<file path="src/rtl/clock_pkg.sv">
// Shared definitions for the HH:MM:SS time counter: mode encodings, BCD digit type,
// digit_en bit positions and a single-nibble BCD increment helper.
package clock_pkg;

    typedef logic [3:0] bcd_t;

    typedef enum logic [1:0] {
        MODE_RUN     = 2'b00,
        MODE_SET_HR  = 2'b01,
        MODE_SET_MIN = 2'b10,
        MODE_SET_SEC = 2'b11
    } mode_e;

    localparam int unsigned DIG_SEC_LO = 0;
    localparam int unsigned DIG_SEC_HI = 1;
    localparam int unsigned DIG_MIN_LO = 2;
    localparam int unsigned DIG_MIN_HI = 3;
    localparam int unsigned DIG_HR_LO  = 4;
    localparam int unsigned DIG_HR_HI  = 5;

    function automatic bcd_t bcd_inc(input bcd_t d);
        return (d == 4'd9) ? 4'd0 : d + 4'd1;
    endfunction

endpackage

</file>
<file path="src/rtl/bcd_mod_counter.sv">
// Two-digit BCD counter wrapping at {MAX_HI, MAX_LO} to 00. Advances on either a direct
// increment or an incoming carry; carry out is only raised for the carry-driven wrap.
module bcd_mod_counter
    import clock_pkg::*;
#(
    parameter int unsigned MAX_HI = 5,
    parameter int unsigned MAX_LO = 9
) (
    input  logic clk,
    input  logic rst_n,
    input  logic inc,
    input  logic carry_en,
    output bcd_t hi,
    output bcd_t lo,
    output logic carry
);

    bcd_t hi_q, lo_q;
    logic at_max;

    assign at_max = (hi_q == bcd_t'(MAX_HI)) && (lo_q == bcd_t'(MAX_LO));
    // SET-mode increments wrap silently; only the running clock propagates a carry.
    assign carry  = carry_en && at_max;
    assign hi     = hi_q;
    assign lo     = lo_q;

    always_ff @(posedge clk or negedge rst_n) begin
        if (!rst_n) begin
            hi_q <= '0;
            lo_q <= '0;
        end else if (inc || carry_en) begin
            if (at_max) begin
                hi_q <= '0;
                lo_q <= '0;
            end else if (lo_q == 4'd9) begin
                hi_q <= bcd_inc(hi_q);
                lo_q <= '0;
            end else begin
                lo_q <= bcd_inc(lo_q);
            end
        end
    end

endmodule

</file>
<file path="src/rtl/time_bcd_counter.sv">
// HH:MM:SS BCD time-of-day counter with 1 Hz prescaler, field setting and edit-field blink.
// Define CLOCK_12H_EN for 12-hour operation with a pm output.
module time_bcd_counter
    import clock_pkg::*;
#(
    parameter int unsigned CLK_HZ   = 50_000_000,
    parameter int unsigned BLINK_HZ = 2
) (
    input  logic       clk,
    input  logic       rst_n,
    input  logic [1:0] mode,
    input  logic       inc,
    output bcd_t       sec_lo,
    output bcd_t       sec_hi,
    output bcd_t       min_lo,
    output bcd_t       min_hi,
    output bcd_t       hr_lo,
    output bcd_t       hr_hi,
    output logic [5:0] digit_en,
`ifdef CLOCK_12H_EN
    output logic       pm,
`endif
    output logic       sec_tick
);

    localparam int unsigned HalfPeriod = CLK_HZ / (2 * BLINK_HZ);
    localparam int unsigned PresW      = $clog2(CLK_HZ);
    localparam int unsigned BlinkW     = (HalfPeriod > 1) ? $clog2(HalfPeriod) : 1;
`ifdef CLOCK_12H_EN
    localparam bcd_t HrRstHi = 4'd1;
    localparam bcd_t HrRstLo = 4'd2;
`else
    localparam bcd_t HrRstHi = 4'd0;
    localparam bcd_t HrRstLo = 4'd0;
`endif

    logic [PresW-1:0]  presc_q, presc_d;
    logic [BlinkW-1:0] blink_cnt_q, blink_cnt_d;
    logic              phase_q, phase_d;
    logic [1:0]        mode_q;
    logic [5:0]        digit_en_q, digit_en_d;
    logic              sec_tick_q;
    bcd_t              hr_hi_q, hr_hi_d, hr_lo_q, hr_lo_d;
`ifdef CLOCK_12H_EN
    logic              pm_q, pm_d;
`endif

    logic run, tick, inc_ok, restart, hr_step;
    logic sec_carry, min_carry;

    assign run     = (mode == MODE_RUN);
    assign tick    = run && (presc_q == PresW'(CLK_HZ - 1));
    assign inc_ok  = inc && !run;
    assign restart = (mode != mode_q) || inc_ok;
    assign hr_step = min_carry || (inc_ok && (mode == MODE_SET_HR));

    bcd_mod_counter #(
        .MAX_HI (5),
        .MAX_LO (9)
    ) u_sec (
        .clk      (clk),
        .rst_n    (rst_n),
        .inc      (inc_ok && (mode == MODE_SET_SEC)),
        .carry_en (tick),
        .hi       (sec_hi),
        .lo       (sec_lo),
        .carry    (sec_carry)
    );

    bcd_mod_counter #(
        .MAX_HI (5),
        .MAX_LO (9)
    ) u_min (
        .clk      (clk),
        .rst_n    (rst_n),
        .inc      (inc_ok && (mode == MODE_SET_MIN)),
        .carry_en (sec_carry),
        .hi       (min_hi),
        .lo       (min_lo),
        .carry    (min_carry)
    );

    always_comb begin
        // Prescaler is parked at 0 outside RUN so the first tick is a full period away.
        presc_d = '0;
        if (run && !tick) begin
            presc_d = presc_q + PresW'(1);
        end

        blink_cnt_d = blink_cnt_q + BlinkW'(1);
        phase_d     = phase_q;
        if (restart) begin
            blink_cnt_d = '0;
            phase_d     = 1'b1;
        end else if (blink_cnt_q == BlinkW'(HalfPeriod - 1)) begin
            blink_cnt_d = '0;
            phase_d     = ~phase_q;
        end

        digit_en_d = 6'b111111;
        case (mode_e'(mode))
            MODE_SET_HR: begin
                digit_en_d[DIG_HR_HI] = phase_d;
                digit_en_d[DIG_HR_LO] = phase_d;
            end
            MODE_SET_MIN: begin
                digit_en_d[DIG_MIN_HI] = phase_d;
                digit_en_d[DIG_MIN_LO] = phase_d;
            end
            MODE_SET_SEC: begin
                digit_en_d[DIG_SEC_HI] = phase_d;
                digit_en_d[DIG_SEC_LO] = phase_d;
            end
            default: ;
        endcase
    end

    always_comb begin
        hr_hi_d = hr_hi_q;
        hr_lo_d = hr_lo_q;
`ifdef CLOCK_12H_EN
        pm_d    = pm_q;
        if (hr_step) begin
            if (hr_hi_q == 4'd1 && hr_lo_q == 4'd2) begin
                hr_hi_d = 4'd0;
                hr_lo_d = 4'd1;
            end else if (hr_hi_q == 4'd1 && hr_lo_q == 4'd1) begin
                hr_lo_d = 4'd2;
                pm_d    = ~pm_q;
            end else if (hr_lo_q == 4'd9) begin
                hr_hi_d = bcd_inc(hr_hi_q);
                hr_lo_d = 4'd0;
            end else begin
                hr_lo_d = bcd_inc(hr_lo_q);
            end
        end
`else
        if (hr_step) begin
            if (hr_hi_q == 4'd2 && hr_lo_q == 4'd3) begin
                hr_hi_d = 4'd0;
                hr_lo_d = 4'd0;
            end else if (hr_lo_q == 4'd9) begin
                hr_hi_d = bcd_inc(hr_hi_q);
                hr_lo_d = 4'd0;
            end else begin
                hr_lo_d = bcd_inc(hr_lo_q);
            end
        end
`endif
    end

    always_ff @(posedge clk or negedge rst_n) begin
        if (!rst_n) begin
            presc_q     <= '0;
            blink_cnt_q <= '0;
            phase_q     <= 1'b1;
            mode_q      <= MODE_RUN;
            digit_en_q  <= 6'b111111;
            sec_tick_q  <= 1'b0;
            hr_hi_q     <= HrRstHi;
            hr_lo_q     <= HrRstLo;
`ifdef CLOCK_12H_EN
            pm_q        <= 1'b0;
`endif
        end else begin
            presc_q     <= presc_d;
            blink_cnt_q <= blink_cnt_d;
            phase_q     <= phase_d;
            mode_q      <= mode;
            digit_en_q  <= digit_en_d;
            sec_tick_q  <= tick;
            hr_hi_q     <= hr_hi_d;
            hr_lo_q     <= hr_lo_d;
`ifdef CLOCK_12H_EN
            pm_q        <= pm_d;
`endif
        end
    end

    assign hr_hi    = hr_hi_q;
    assign hr_lo    = hr_lo_q;
    assign digit_en = digit_en_q;
    assign sec_tick = sec_tick_q;
`ifdef CLOCK_12H_EN
    assign pm       = pm_q;
`endif

endmodule

</file>
<file path="config.mk">
export PLATFORM = sky130hd
export DESIGN_NAME = time_bcd_counter
export DESIGN_NICKNAME = d
export VERILOG_FILES = /design/src/rtl/clock_pkg.sv /design/src/rtl/bcd_mod_counter.sv /design/src/rtl/time_bcd_counter.sv
export SDC_FILE = /design/constraint.sdc
export NUM_CORES = 1
export LEC_CHECK = 0
export CAP_MARGIN = 5
export CORE_MARGIN = 3
export CORE_UTILIZATION = 57
export CTS_BUF_LIST = sky130_fd_sc_hd__clkbuf_8
export CTS_CLUSTER_SIZE = 8
export DETAILED_ROUTE_END_ITERATION = 8
export PLACE_DENSITY = 0.79
export SLEW_MARGIN = 25
export SYNTH_ARGS = -nofsm -noshare
export SYNTH_HDL_FRONTEND = slang
export SYNTH_HIERARCHICAL = 1
export SYNTH_SLANG_ARGS = --single-unit
</file>
<file path="constraint.sdc">
create_clock -name clk -period 3.3 [get_ports clk]
set_input_delay 0.66 -clock clk [delete_from_list [all_inputs] [get_ports clk]]
set_output_delay 0.66 -clock clk [all_outputs]
set_load 0.01 [all_outputs]
</file>
==> metrics.csv, run 1 <==
stage,metric,value,unit
run_status,outcome,finished clean,
timing,slew_headroom,39.9,%
logic_synthesis,yosys_warnings,6,
floorplan,die_y,92.8,um
logic_synthesis,yosysSeqAreaShare,47.3,%
timing,worst_pin_slew,0.901,ns
floorplan,core_area,0.00729,mm2
logic_synthesis,synth-edff-count,0,
logic_synthesis,synth_area_per_cell,9.48,um2
cts,h-tree-depth,3,
logic_synthesis,syn-num-nets,470,
global_routing,antenna_found_initial,0,
placement,io_buffer_count,35,
timing,finalCritPeriodShare,90.5,%
global_routing,track_usage,22.8,%
timing,min_period,2.99,ns
floorplan,rows,31,
pwr,p_sw,787,uW
pwr,powerDensity,495,mW/mm2
worst_setup_path,slowest_stage,or4_1,
floorplan,initial_core_util,58.9,%
cts,cts_tree,done,
pwr,power_frac_comb,23.4,%
global_routing,grt-ovfl-total,0,
routing,vias_per_cell,5.92,
flow_run,max-cap-violations,0,
timing,finalSetupViolations,0,
worst_setup_path,crit_chain,or4_1 -> nor4_2 -> nand3_1 -> nor3_2 -> nand4_1 -> nor2_4 -> nand4_1 -> nor2_1 -> a21oi_1 -> or4_1 -> nand3_1,
timing,drv_slew,0,
cells_and_area,fin_util,67.7,%
cells_and_area,area_delta_synth_final,14.9,%
cts,worst_setup_hold_path_clk_slew,0.08,ns
global_routing,grt_max_degree,82,
pwr,seqPwrFrac,51.2,%
cells_and_area,diodes,0,
pwr,clock_power_share,25.4,%
cts,cts_buffers,9,
timing,max_freq,335,MHz
worst_setup_path,critical_path_class,register to register,
logic_synthesis,synth_seq_cells,81,
cells_and_area,drive_gt1_share,7.49,%
worst_setup_path,crit_path_start_kind,register,
routing,wl_per_cell,15.4,um
timing,tns,0,ns
routing,firstDrtPassIters,4,
worst_setup_path,worstPathArrival,3.27,ns
cts,clk_latency,0.34,ns
logic_synthesis,ys.flop_type,dfrtp_1,
worst_setup_path,timing.rr.end,hr_hi[3],
routing,drtAntennaViolNets,0,
logic_synthesis,synth_cell_types,46,
routing,drt-total-wl,9.14,mm
placement,gp_congestion,0.808,
global_routing,grt_pass1_wl,16.0,mm
placement,dp.final_hpwl,6.27,mm
floorplan,dieArea,0.00861,mm2
cts,cts_root_buf,clkbuf_8,
logic_synthesis,async_flop_share,100,%
logic_synthesis,syn-cell-area,0.00430,mm2
routing,drc_errors,0,
worst_setup_path,r2r_setup_slack,0.31,ns
pwr,internal_power,1660,uW
worst_setup_path,reg2reg_from,presc_q[16],
routing,vias,3508,
routing,drt_first_iter_violations,251,
worst_setup_path,required,3.58,ns
cts,cts_hold_buf,0,
pwr,leakage,0.00191,uW
floorplan,ioPinCount,36,
cts,cts.path.max_buffers,2,
cells_and_area,fill_cells,598,
timing,skew,0.00674,ns
min_path,hold_path.class,input pin to asynchronous set/reset pin,
worst_setup_path,reg2regPathDepth,11,
cells_and_area,nets,506,
worst_setup_path,max_stage_delay,0.55,ns
floorplan,die_w,92.8,um
pwr,switching_share,32.2,%
logic_synthesis,syn-instance-count,453,
worst_setup_path,worstSetupEndpointType,register,
timing,finalHoldViolations,0,
global_routing,grt_pass1_vias,3460,
worst_setup_path,crit_fanout,6,
cts,cts_num_sinks,81,
pwr,peakVddDrop,0.300,mV
-- how the worst max path moves through the flow --
stage | endpoint | startpoint | slack (ns) | cells after the start
floorplan | hr_hi[3] | presc_q[16] | 0.40 | 11
global placement | hr_hi[3] | presc_q[16] | 0.37 | 11
detailed placement | hr_hi[3] | presc_q[16] | 0.22 | 11
CTS | hr_hi[3] | presc_q[16] | 0.20 | 11
global route | hr_hi[3] | presc_q[16] | -0.01 | 11
finish | hr_hi[3] | presc_q[16] | 0.31 | 11
-- cells by family after synthesis --
| group | Yosys count | share of synthesized area [%] |
|---|---|---|
| compound gates | 91 | 13.7 |
| xor+xnor | 28 | 5.71 |
| fa+ha+maj | 12 | 3.50 |
| buf+inv | 33 | 3.23 |
| flops | 81 | 47.3 |
| simple gates | 208 | 26.6 |
-- layout make-up --
type / count / area (um2) / area share [%]
well taps: 99 / 124 / 2.51
clock inverters: 7 / 41.3 / 0.837
clock buffers: 9 / 124 / 2.51
inverters: 16 / 60.1 / 1.22
multi-input cells: 339 / 2150 / 43.6
flip-flops and latches: 81 / 2030 / 41.2
repair buffers: 42 / 404 / 8.19
-- metrics by stage --
step / area [um2] / setup WS [ns] / hold slack [ns] / std cells / total power, uW
floorplan: 4300 / 0.396 / 0.364 / 453 / 1530
global placement: 4750 / 0.373 / 0.499 / 577 / 1820
detailed placement: 4750 / 0.224 / 0.517 / 577 / 1840
CTS: 4910 / 0.205 / 0.511 / 593 / 2470
global route: 4930 / -0.0141 / 0.380 / 593 / 2600
finish: 4930 / 0.314 / 0.348 / 593 / 2440
-- power by group through the flow --
stage,registers [uW],logic (uW),clock network [uW]
global route,1280,636,688
global placement,1260,561,0
CTS,1250,577,641
detailed placement,1260,572,0
finish,1250,573,620
floorplan,1270,260,0
-- routing by layer --
metal  wire [um]  up-vias  global-route usage, %
met1        4080     1704                   28.6
li1            -     1741                      -
met3         252       10                   4.87
met5           0        -                      0
met4         119        0                   7.69
met2        4690       53                   38.9
-- sequential cells by signal (all words and copies together), names as in the netlist --
register / count
blink_cnt_q: 24
sec_tick: 1
u_min/lo: 4
presc_q: 26
hr_lo: 4
mode_q: 2
phase_q: 1
hr_hi: 4
digit_en: 3
u_sec/hi: 4
u_min/hi: 4
u_sec/lo: 4
-- cells in the mapped netlist, types with 3 or more instances --
cell,count,share of area (%)
o21ai_0,28,3.3
ha_1,12,3.5
or4_1,14,2.4
inv_1,16,1.4
nand2_1,39,3.4
a21o_1,5,0.87
and3_1,7,1.0
nand4_1,15,2.2
nor2b_1,4,0.58
nor2_1,28,2.4
dfstp_2,4,2.4
nor3_1,22,2.6
xnor2_1,22,4.5
and3b_1,4,0.82
nor4_1,13,1.9
clkbuf_1,11,0.96
nand3_1,25,2.9
a211oi_1,12,2.1
buf_4,3,0.52
a21oi_1,16,1.9
o31ai_1,11,1.9
dfrtp_1,77,45
and2_1,3,0.44
or3_1,21,3.1
xor2_1,6,1.2
a31oi_1,3,0.44
nand4_2,3,0.87
-- layout by cell type (no fill, tap or decap), types with 3 or more instances in the layout --
| cell | n |
|---|---|
| xnor2_1 | 22 |
| nor3_1 | 21 |
| nand3_1 | 25 |
| and2_1 | 3 |
| buf_4 | 7 |
| nand4_1 | 15 |
| xor2_1 | 6 |
| a31oi_1 | 3 |
| clkbuf_8 | 9 |
| or3_1 | 21 |
| dfrtp_1 | 77 |
| nor2b_1 | 4 |
| nor4_1 | 11 |
| a21oi_1 | 16 |
| a21o_1 | 5 |
| nand4_2 | 3 |
| o31ai_1 | 11 |
| dfstp_2 | 4 |
| clkdlybuf4s50_1 | 34 |
| and3_1 | 7 |
| or4_1 | 14 |
| nand2_1 | 39 |
| inv_1 | 18 |
| a211oi_1 | 12 |
| nor2_1 | 27 |
| o21ai_0 | 28 |
| and3b_1 | 4 |
| ha_1 | 12 |
-- worst max-delay path: cells and delay by family (launching register included) --
family	cells	cell delay [ns]
flops	1	0.44
compound gates	1	0.13
simple gates	10	2.37
-- what timing repair did --
action                                  4_1_cts  5_1_grt
endpoints found under the setup margin        0        8
setup buffers                                 0        0
gates resized for setup                       0        4
Note: power is estimated with default switching activity, not from simulation.
==> run 2, diff against run 1 <==
--- a/config.mk
+++ b/config.mk
@@ -5,7 +5,7 @@
 export SDC_FILE = /design/constraint.sdc
 export NUM_CORES = 1
 export LEC_CHECK = 0
-export CAP_MARGIN = 5
+export CAP_MARGIN = 25
 export CORE_MARGIN = 3
 export CORE_UTILIZATION = 57
 export CTS_BUF_LIST = sky130_fd_sc_hd__clkbuf_8
==> results of run 2 <==
Final layout, timing and power as in run 1 (identical DEF).
